[src/rtl/stfq_rank_compute_pkg.sv]
// Shared types and constants for the STFQ rank computation block and the
// downstream rank store it feeds.
//   rank_t / value_t : 32-bit start tag and opaque payload handle
//   DEFAULT_FLOWS    : number of flows served by the rank store
//   DEFAULT_SIZE     : per-flow slot count of the rank store
//   scaled_len()     : packet length weighted by a per-flow shift
package stfq_rank_compute_pkg;

    typedef logic [31:0] rank_t;
    typedef logic [31:0] value_t;

    localparam int DEFAULT_FLOWS = 10;
    localparam int DEFAULT_SIZE  = 50;
    localparam int LEN_W         = 16;
    localparam int SHIFT_W       = 4;

    // Zero-extend before shifting so no weighted bits fall off the top of the
    // 16-bit length; the result wraps modulo 2^32 like every tag.
    function automatic rank_t scaled_len(input logic [LEN_W-1:0] len,
                                         input logic [SHIFT_W-1:0] sh);
        return rank_t'(len) << sh;
    endfunction

endpackage

[src/rtl/stfq_rank_compute_flow_credit_counter.sv]
// Per-flow occupancy counters mirroring the rank store.
//   clk, rst       : clock, synchronous active-high reset
//   inc_i          : a descriptor was accepted for flow inc_flow_i
//   pop_i          : a dequeue was issued for the one-hot flow pop_flow_i
//   full_o         : per-flow, occupancy has reached SIZE
//   err_o          : single-cycle pulse on underflow or non-one-hot pop
module flow_credit_counter
    import stfq_rank_compute_pkg::*;
#(
    parameter int FLOWS = DEFAULT_FLOWS,
    parameter int SIZE  = DEFAULT_SIZE,
    parameter int FW    = $clog2(FLOWS)
) (
    input  logic             clk,
    input  logic             rst,
    input  logic             inc_i,
    input  logic [FW-1:0]    inc_flow_i,
    input  logic             pop_i,
    input  logic [FLOWS-1:0] pop_flow_i,
    output logic [FLOWS-1:0] full_o,
    output logic             err_o
);

    localparam int CW = $clog2(SIZE + 1);

    logic [CW-1:0]    count_q [FLOWS];
    logic [CW-1:0]    count_d [FLOWS];
    logic             pop_legal;
    logic [FLOWS-1:0] inc_hit;
    logic [FLOWS-1:0] dec_hit;
    logic [FLOWS-1:0] underflow;

    always_comb begin
        pop_legal = pop_i && $onehot(pop_flow_i);
        inc_hit   = '0;
        dec_hit   = '0;
        underflow = '0;
        for (int f = 0; f < FLOWS; f++) begin
            count_d[f] = count_q[f];
            full_o[f]  = (count_q[f] == CW'(SIZE));
            inc_hit[f] = inc_i && (inc_flow_i == FW'(f));
            // A pop against an empty flow is flagged and never decrements.
            underflow[f] = pop_legal && pop_flow_i[f] && (count_q[f] == '0);
            dec_hit[f]   = pop_legal && pop_flow_i[f] && (count_q[f] != '0);
            if (inc_hit[f] && !dec_hit[f]) begin
                count_d[f] = count_q[f] + CW'(1);
            end else if (dec_hit[f] && !inc_hit[f]) begin
                count_d[f] = count_q[f] - CW'(1);
            end
        end
        err_o = (pop_i && !$onehot(pop_flow_i)) || (|underflow);
    end

    always_ff @(posedge clk) begin
        for (int f = 0; f < FLOWS; f++) begin
            if (rst) begin
                count_q[f] <= '0;
            end else begin
                count_q[f] <= count_d[f];
            end
        end
    end

endmodule

[src/rtl/stfq_rank_compute.sv]
// Start-time fair queueing rank computation. Each accepted descriptor gets
// start = max(vt, last_finish[flow]); the flow's finish tag advances by the
// shift-weighted length. The start tag is pushed to the rank store one cycle
// after acceptance.
//   clk, rst                     : clock, synchronous active-high reset
//   in_valid/in_ready/in_flow/in_len/in_value : descriptor handshake
//   cfg_we/cfg_flow/cfg_shift    : per-flow weight (shift) write
//   vt_update/vt_rank            : monotone virtual-time advance
//   pop/pop_flow                 : mirror of rank-store dequeues (one-hot)
//   push/push_rank/push_value/push_flow : enqueue to the rank store
//   err                          : sticky underflow / illegal pop flag
module stfq_rank_compute
    import stfq_rank_compute_pkg::*;
#(
    parameter int FLOWS = DEFAULT_FLOWS,
    parameter int SIZE  = DEFAULT_SIZE,
    parameter int FW    = $clog2(FLOWS)
) (
    input  logic               clk,
    input  logic               rst,
    input  logic               in_valid,
    output logic               in_ready,
    input  logic [FW-1:0]      in_flow,
    input  logic [LEN_W-1:0]   in_len,
    input  value_t             in_value,
    input  logic               cfg_we,
    input  logic [FW-1:0]      cfg_flow,
    input  logic [SHIFT_W-1:0] cfg_shift,
    input  logic               vt_update,
    input  rank_t              vt_rank,
    input  logic               pop,
    input  logic [FLOWS-1:0]   pop_flow,
    output logic               push,
    output rank_t              push_rank,
    output value_t             push_value,
    output logic [FLOWS-1:0]   push_flow,
    output logic               err
);

    rank_t              last_finish_q [FLOWS];
    logic [SHIFT_W-1:0] shift_q [FLOWS];
    rank_t              vt_q;
    logic               push_q;
    rank_t              push_rank_q;
    value_t             push_value_q;
    logic [FLOWS-1:0]   push_flow_q;
    logic               err_q;

    logic [FLOWS-1:0]   full;
    logic [FLOWS-1:0]   flow_sel;
    logic               flow_ok;
    logic               accept;
    logic               cnt_err;
    rank_t              cur_finish;
    logic [SHIFT_W-1:0] cur_shift;
    rank_t              start_d;
    rank_t              finish_d;

    // Flow lookup by compare rather than direct indexing, so an out-of-range
    // in_flow selects nothing and simply leaves in_ready low.
    always_comb begin
        flow_sel   = '0;
        flow_ok    = 1'b0;
        cur_finish = '0;
        cur_shift  = '0;
        for (int f = 0; f < FLOWS; f++) begin
            if (in_flow == FW'(f)) begin
                flow_sel[f] = 1'b1;
                flow_ok     = !full[f];
                cur_finish  = last_finish_q[f];
                cur_shift   = shift_q[f];
            end
        end
        in_ready = flow_ok && !rst;
        accept   = in_valid && in_ready;
        start_d  = (vt_q > cur_finish) ? vt_q : cur_finish;
        finish_d = start_d + scaled_len(in_len, cur_shift);
    end

    flow_credit_counter #(
        .FLOWS (FLOWS),
        .SIZE  (SIZE),
        .FW    (FW)
    ) u_credit (
        .clk        (clk),
        .rst        (rst),
        .inc_i      (accept),
        .inc_flow_i (in_flow),
        .pop_i      (pop),
        .pop_flow_i (pop_flow),
        .full_o     (full),
        .err_o      (cnt_err)
    );

    // Updates to shift and vt land at the edge, so a same-cycle accept still
    // sees the old values through the combinational path above.
    always_ff @(posedge clk) begin
        if (rst) begin
            for (int f = 0; f < FLOWS; f++) begin
                last_finish_q[f] <= '0;
                shift_q[f]       <= '0;
            end
            vt_q         <= '0;
            push_q       <= 1'b0;
            push_rank_q  <= '0;
            push_value_q <= '0;
            push_flow_q  <= '0;
            err_q        <= 1'b0;
        end else begin
            push_q <= accept;
            if (accept) begin
                push_rank_q  <= start_d;
                push_value_q <= in_value;
                push_flow_q  <= flow_sel;
            end
            for (int f = 0; f < FLOWS; f++) begin
                if (accept && flow_sel[f]) begin
                    last_finish_q[f] <= finish_d;
                end
                if (cfg_we && (cfg_flow == FW'(f))) begin
                    shift_q[f] <= cfg_shift;
                end
            end
            if (vt_update && (vt_rank > vt_q)) begin
                vt_q <= vt_rank;
            end
            if (cnt_err) begin
                err_q <= 1'b1;
            end
        end
    end

    assign push       = push_q;
    assign push_rank  = push_rank_q;
    assign push_value = push_value_q;
    assign push_flow  = push_flow_q;
    assign err        = err_q;

endmodule

[config.mk]
export PLATFORM = sky130hd
export DESIGN_NAME = stfq_rank_compute
export DESIGN_NICKNAME = d
export VERILOG_FILES = /design/src/rtl/stfq_rank_compute_pkg.sv /design/src/rtl/stfq_rank_compute_flow_credit_counter.sv /design/src/rtl/stfq_rank_compute.sv
export SDC_FILE = /design/constraint.sdc
export NUM_CORES = 1
export LEC_CHECK = 0
export ABC_CLOCK_PERIOD_IN_PS = 12960
export CAP_MARGIN = 30
export CORE_ASPECT_RATIO = 1.5
export CORE_UTILIZATION = 30
export DETAILED_ROUTE_END_ITERATION = 7
export SLEW_MARGIN = 10
export SYNTH_ARGS = -nofsm -noshare
export SYNTH_HDL_FRONTEND = slang
export SYNTH_SLANG_ARGS = --single-unit
[constraint.sdc]
create_clock -name clk -period 12.96 [get_ports clk]
set_input_delay 1.944 -clock clk [delete_from_list [all_inputs] [get_ports clk]]
set_output_delay 1.944 -clock clk [all_outputs]
set_load 0.03 [all_outputs]
==> results.py, run 1 <==
metrics = {
    "run_status": {
        "outcome": "completed",
    },
    "detailed_routing": {
        "via_per_inst": 5.13,
        "drtAntennaViolNets": 0,
        "num_vias": 21868,
        "wl_per_cell_um": 20.9,
        "postRouteWirelength_um": 89100,
        "drt_iter0_drc": 1702,
        "drt_first_pass_iters": 6,
        "route.detailed.drc": 0,
    },
    "worst_setup_path": {
        "cpPeakStageDelay_ns": 0.79,
        "cp_max_fo": 55,
        "slowest_stage": "nor4_1",
        "worstSetupEndpointType": "register",
        "regToRegSetupSlack_ns": 5.21,
        "cpMostUsedCell": "buf_4",
        "path_class": "in2reg",
        "crit_arrival_ns": 10.60,
        "worstPathRequired_ns": 13.30,
        "cp-start-kind": "input pin",
    },
    "yosys": {
        "synth-main-ff-cell": "edfxtp_1",
        "synth_edf_count": 360,
        "yosys.area.top_type": "edfxtp_1",
        "yosys.cell_count.top_type": "nor2_1",
        "synth_async_sr_flop_share_pct": 0,
        "synth_top_family_by_area": "simple AND/OR/NAND/NOR gates",
        "ys_types": 101,
        "synth_mux_area_share_pct": 3.61,
        "syn_inst": 2834,
        "yosys.area_share.adder_pct": 7.89,
        "synth.net_count": 3108,
        "yosys-top-cells-area": "edfxtp_1 39%, dfxtp_1 12%, nor2_1 8.1%, ha_1 6.7%, a21oi_1 5.1%",
        "avgSynthCellArea_um2": 9.87,
        "synth_compound_area_share_pct": 14.4,
        "syn_area_um2": 28000,
        "netlist.area_leader.share_pct": 38.7,
        "ys_warn_count": 0,
        "seq_area_frac_synth_pct": 50.7,
        "synthXorXnorAreaFrac_pct": 2.73,
        "synthSimpleGateAreaFrac_pct": 16.8,
        "netlist_top_cells_count": "602 x nor2_1, 360 x edfxtp_1, 284 x a21oi_1",
        "ys_ff_latch": 528,
    },
    "global_routing": {
        "grt_overflow": 0,
        "grt_pass1_wl_um": 132000,
        "grt_use_total_pct": 18.5,
        "grt_pass1_vias": 21485,
        "grt_max_degree": 78,
        "antenna_found_initial": 3,
    },
    "min_path": {
        "min_path_type": "reg2reg",
    },
    "cts": {
        "cts_max_level": 2,
        "cts_tree": "built",
        "clock-sinks": 528,
        "post_cts_buffers": 0,
        "numCtsBuffers": 51,
        "cts_buffer_depth": 3,
        "hold_buffers": 0,
        "post_cts_resized": 0,
        "clock_latency_ns": 0.63,
        "clk_pin_slew_ns": 0.07,
        "root_buffer": "clkbuf_16",
    },
    "place": {
        "place_ws_ns": 2.12,
        "gp_congestion": 0.934,
        "port_buffers": 184,
        "dp_hpwl_um": 62000,
    },
    "sta": {
        "slew_viol_final": 0,
        "rsz0062_at_grt": "false",
        "tns_ns": 0,
        "skew_ns": 0.0232,
        "finalCritPeriodShare_pct": 79.1,
        "setup_viol": 0,
        "period_minus_slack_ns": 10.25,
        "max_slew_margin_pct": 35.3,
        "timing_hold_violations_final": 0,
        "max_freq_mhz": 97.5,
        "worst_pin_slew_ns": 0.960,
        "setup_ws_ns": 2.71,
    },
    "floorplan": {
        "rows": 136,
        "initial_core_util_pct": 30.4,
        "core_area_um2": 92100,
        "io_pins": 185,
        "chipHeight_um": 376,
        "die_w_um": 251,
        "die_area_um2": 94500,
    },
    "power_and_ir_drop": {
        "p_leak_nw": 12.6,
        "peakVddDrop_mv": 0.105,
        "powerDensity_nw_per_um2": 143,
    },
    "layout": {
        "drive_gt1_share_pct": 7.38,
        "finalNetCount": 3253,
        "areaGrowthSynthToFinish_pct": 18.1,
    },
    "job": {
        "maxCapViolations": 0,
    },
}
==> power breakdown <==
part / internal [mW] / total, mW / switching [mW]
clock network: 0.888 / 1.56 / 0.676
logic: 0.412 / 1.27 / 0.861
registers: 1.87 / 1.90 / 0.0313
==> critical path: cells and delay by family <==
kind            cells  cell delay [ns]
buf+inv             4             1.70
simple gates        8             1.95
xor+xnor            1             0.49
fa+ha+maj           3             0.92
compound gates     13             3.53
==> state kept, by name, indices dropped and copies added, names as in the netlist <==
signal	count
last_finish_q	320
u_credit.count_q	60
shift_q	40
push_rank	32
push_value	32
vt_q	32
push_flow	10
err	1
push	1
==> cells in the final DEF (no fill, tap or decap), types with 8 or more instances in the layout <==
master and instances:
a21o_1 44, a21oi_1 283, a221o_1 17, a221oi_1 34
a222oi_1 15, a22o_1 16, a22oi_1 27, a31oi_1 8
and2_1 47, and3_1 10, buf_4 57, clkbuf_16 51
clkdlybuf4s50_1 180, clkinv_2 8, dfxtp_1 168, edfxtp_1 360
fa_1 16, ha_1 150, inv_1 116, mux2_2 14
mux2i_1 68, nand2_1 224, nand2b_1 19, nand3_1 35
nand4_1 28, nor2_1 600, nor2b_1 15, nor3_1 20
o21ai_0 71, o21bai_1 16, o22ai_1 9, or3_1 23
or4_1 8, xnor2_1 47, xor2_1 31
==> final cells by class <==
cell class	count	area (µm²)
antenna	2	5.00
clock buffer	61	1350
clock inverter	34	372
fill	9160	59000
inverter	119	447
multi-input combinational	2035	12800
sequential	528	14200
tap	1242	1550
timing repair buffer	244	2330
==> path summary, 6_finish.rpt <==
check,start,to,cells past startpoint
max reg2reg,last_finish_q[0][18],last_finish_q[6][25],27
min,push_rank[23],push_rank[23],2
max,in_flow[0],last_finish_q[6][25],29
min reg2reg,push_rank[23],push_rank[23],2
==> logic make-up after synthesis <==
logic type	after synthesis
simple gates	1076
xor+xnor	83
compound gates	619
mux	90
buf+inv	271
fa+ha+maj	167
flops	528
==> through the flow <==
stage / area [µm²] / power (mW) / utilization (%) / cells / hold WS [ns]
finish: 33000 / 4.73 / 35.9 / 4265 / 0.452
floorplan: 28000 / 2.70 / - / 2834 / 0.466
global route: 33000 / 4.92 / 35.9 / 4263 / 0.467
CTS: 33000 / 4.73 / 35.8 / 4258 / 0.455
global placement: 31200 / 3.15 / 33.8 / 4156 / 0.441
detailed placement: 31300 / 3.17 / 34.0 / 4163 / 0.446
==> layer usage <==
metal	part of all wire, %	global-route usage (%)	vias to the layer above
li1	-	-	10371
met1	37	20.0	10556
met2	51	34.1	741
met3	6.1	3.05	198
met4	5.5	9.89	2
met5	0.0090	0	-
No activity file was read; power rests on OpenSTA's default activity.
==> run 2, diff against run 1 <==
--- a/config.mk
+++ b/config.mk
@@ -5,7 +5,7 @@
 export SDC_FILE = /design/constraint.sdc
 export NUM_CORES = 1
 export LEC_CHECK = 0
-export ABC_CLOCK_PERIOD_IN_PS = 12960
+export ABC_CLOCK_PERIOD_IN_PS = 10600
 export CAP_MARGIN = 30
 export CORE_ASPECT_RATIO = 1.5
 export CORE_UTILIZATION = 30
==> constraint.sdc (replaced) <==
create_clock -name clk -period 10.6 [get_ports clk]
set_input_delay 1.59 -clock clk [delete_from_list [all_inputs] [get_ports clk]]
set_output_delay 1.59 -clock clk [all_outputs]
set_load 0.03 [all_outputs]
==> run 2 against run 1 <==
Clock skew rose by 0.0081 ns; clock power rose by 21%; critical path depth rose by 3; final cell count rose by 0.42%; combinational power rose by 25%; clock-buffer cell count did not move; hold slack barely moved; largest power group unchanged; routed wire length fell by 1.8%; via count fell by 0.75%; worst setup slack got worse by 1.5 ns.
==> results.py, run 2 (same netlist as run 1, synthesis figures left out) <==
metrics = {
    "run_status": {
        "outcome": "completed",
    },
    "worst_setup_path": {
        "cpPeakStageDelay_ns": 0.80,
        "slowest_stage": "clkdlybuf4s50_1",
        "cp-start-kind": "input pin",
        "path_buf_inv": 4,
        "cp_max_fo": 10,
        "cpMostUsedCell": "a21oi_1",
        "r2r-end": "last_finish_q[1][30]",
        "worstPathRequired_ns": 10.97,
        "crit_arrival_ns": 9.75,
        "reg2reg_from": "last_finish_q[1][22]",
        "path_class": "in2reg",
        "r2r_cells": 31,
        "cp_top_family": "compound AO/OA/AOI/OAI gates",
        "worstSetupEndpointType": "register",
        "regToRegSetupSlack_ns": 3.10,
    },
    "sta": {
        "tns_ns": 0,
        "worst_pin_slew_ns": 0.966,
        "finalCritPeriodShare_pct": 88.5,
        "rsz0062_at_grt": "false",
        "skew_ns": 0.0313,
        "max_freq_mhz": 107,
        "slew_viol_final": 0,
        "setup_viol": 0,
        "max_slew_margin_pct": 35.5,
        "timing_hold_violations_final": 0,
        "period_minus_slack_ns": 9.38,
    },
    "detailed_routing": {
        "postRouteWirelength_um": 87500,
        "drt_iter0_drc": 1695,
        "drtAntennaViolNets": 0,
        "route.detailed.drc": 0,
        "drt_first_pass_iters": 6,
        "num_vias": 21705,
        "wl_per_cell_um": 20.4,
        "via_per_inst": 5.07,
    },
    "floorplan": {
        "io_pins": 185,
        "chipHeight_um": 376,
        "core_area_um2": 92100,
        "rows": 136,
        "die_area_um2": 94500,
        "initial_core_util_pct": 30.4,
        "die_w_um": 251,
    },
    "global_routing": {
        "grt_use_total_pct": 18.3,
        "grt_pass1_wl_um": 131000,
        "grt_max_degree": 84,
        "grt_pass1_vias": 21589,
        "grt_overflow": 0,
        "antenna_found_initial": 11,
    },
    "power_and_ir_drop": {
        "powerDensity_nw_per_um2": 175,
        "power_frac_seq_pct": 40.0,
        "p_sw_mw": 1.93,
        "swShare_pct": 33.3,
        "p_int_mw": 3.86,
        "peakVddDrop_mv": 0.127,
        "p_comb_share_pct": 27.4,
        "pwr-share-clk_pct": 32.6,
        "p_leak_nw": 12.6,
    },
    "layout": {
        "largest_reg_flops": 320,
        "areaGrowthSynthToFinish_pct": 18.5,
        "layout_common_cells": "600 x nor2_1, 360 x edfxtp_1, 283 x a21oi_1",
        "fill_cells": 9161,
        "finalNetCount": 3269,
        "regMostFlops": "last_finish_q",
        "fin_cells": 4283,
        "reg_top3": "last_finish_q (320), u_credit.count_q (60), shift_q (40)",
        "drive_gt1_share_pct": 7.65,
        "final_common_cell": "nor2_1",
    },
    "cts": {
        "hold_buffers": 0,
        "cts_max_level": 2,
        "clock_latency_ns": 0.64,
        "root_buffer": "clkbuf_16",
        "numCtsBuffers": 50,
        "cts_buffer_depth": 3,
        "clock-sinks": 528,
        "post_cts_buffers": 0,
        "post_cts_resized": 0,
        "clk_pin_slew_ns": 0.06,
        "cts_tree": "built",
    },
    "min_path": {
        "worstHoldStart": "push_value[22]",
        "hold_depth": 2,
        "hold_end": "push_value[22]",
        "min_path_type": "reg2reg",
    },
    "place": {
        "place_inst": 4183,
        "port_buffers": 184,
        "gp_congestion": 0.963,
        "dp_hpwl_um": 62100,
    },
    "job": {
        "maxCapViolations": 0,
    },
}
==> run 2: cell count changes in the layout (fill, tap and decap cells not counted), sizes merged <==
| cell | before | now |
|---|---|---|
| buf | 64 | 81 |
| diode | 2 | 8 |
| clkinv | 18 | 13 |
| clkinvlp | 6 | 8 |
| inv | 122 | 120 |
==> run 2: worst max-delay path by stage <==
stage,depth (start not counted),slack (ns),to,startpoint
6_report,32,1.22,last_finish_q[1][30],in_flow[3]
5_1_grt,29,0.59,last_finish_q[2][25],in_flow[3]
4_1_cts,32,1.28,last_finish_q[0][28],in_flow[3]
3_5_place_dp,32,0.63,last_finish_q[7][28],in_flow[3]
3_3_place_gp,31,0.74,last_finish_q[4][30],in_flow[3]
2_1_floorplan,36,0.55,last_finish_q[0][25],in_flow[0]
==> run 2: layout make-up <==
cell class / count / area [µm²] / area share (%)
antenna: 8 / 20.0 / 0.0604
clock buffer: 61 / 1300 / 3.93
clock inverter: 29 / 375 / 1.13
inverter: 119 / 447 / 1.35
multi-input combinational: 2035 / 12800 / 38.6
sequential: 528 / 14200 / 42.8
tap: 1242 / 1550 / 4.69
timing repair buffer: 261 / 2460 / 7.42
==> run 2: power by group through the flow <==
stage                     registers (mW)  clock network (mW)  logic (mW)
final                               2.32                1.89        1.59
after detailed placement            2.36                   0        1.56
after CTS                           2.32                1.93        1.57
after floorplan                     2.38                   0       0.923
after global routing                2.33                1.99        1.71
after global placement              2.36                   0        1.55
==> run 2: layer usage <==
layer | track usage [%] | vias up | share of wire, %
met1 | 19.7 | 10442 | 38
li1 | - | 10398 | -
met4 | 9.48 | 8 | 5.2
met3 | 3.36 | 180 | 5.9
met5 | 0 | - | 0.049
met2 | 33.7 | 677 | 51
==> run 2: worst min-delay path, stage by stage, from the launching register on <==
cell and delay (ns):
dfxtp_1 0.31, nand2_1 0.05, a21oi_1 0.05
==> run 2: per-stage QoR <==
step,hold WS [ns],util (%),power [mW],setup slack (ns),area (µm²)
after CTS,0.455,35.9,5.82,1.28,33100
after detailed placement,0.446,34.1,3.93,0.628,31400
after global placement,0.442,34.0,3.91,0.736,31300
after floorplan,0.466,-,3.30,0.548,28000
after global routing,0.472,36.0,6.03,0.592,33100
final,0.452,36.0,5.79,1.22,33100
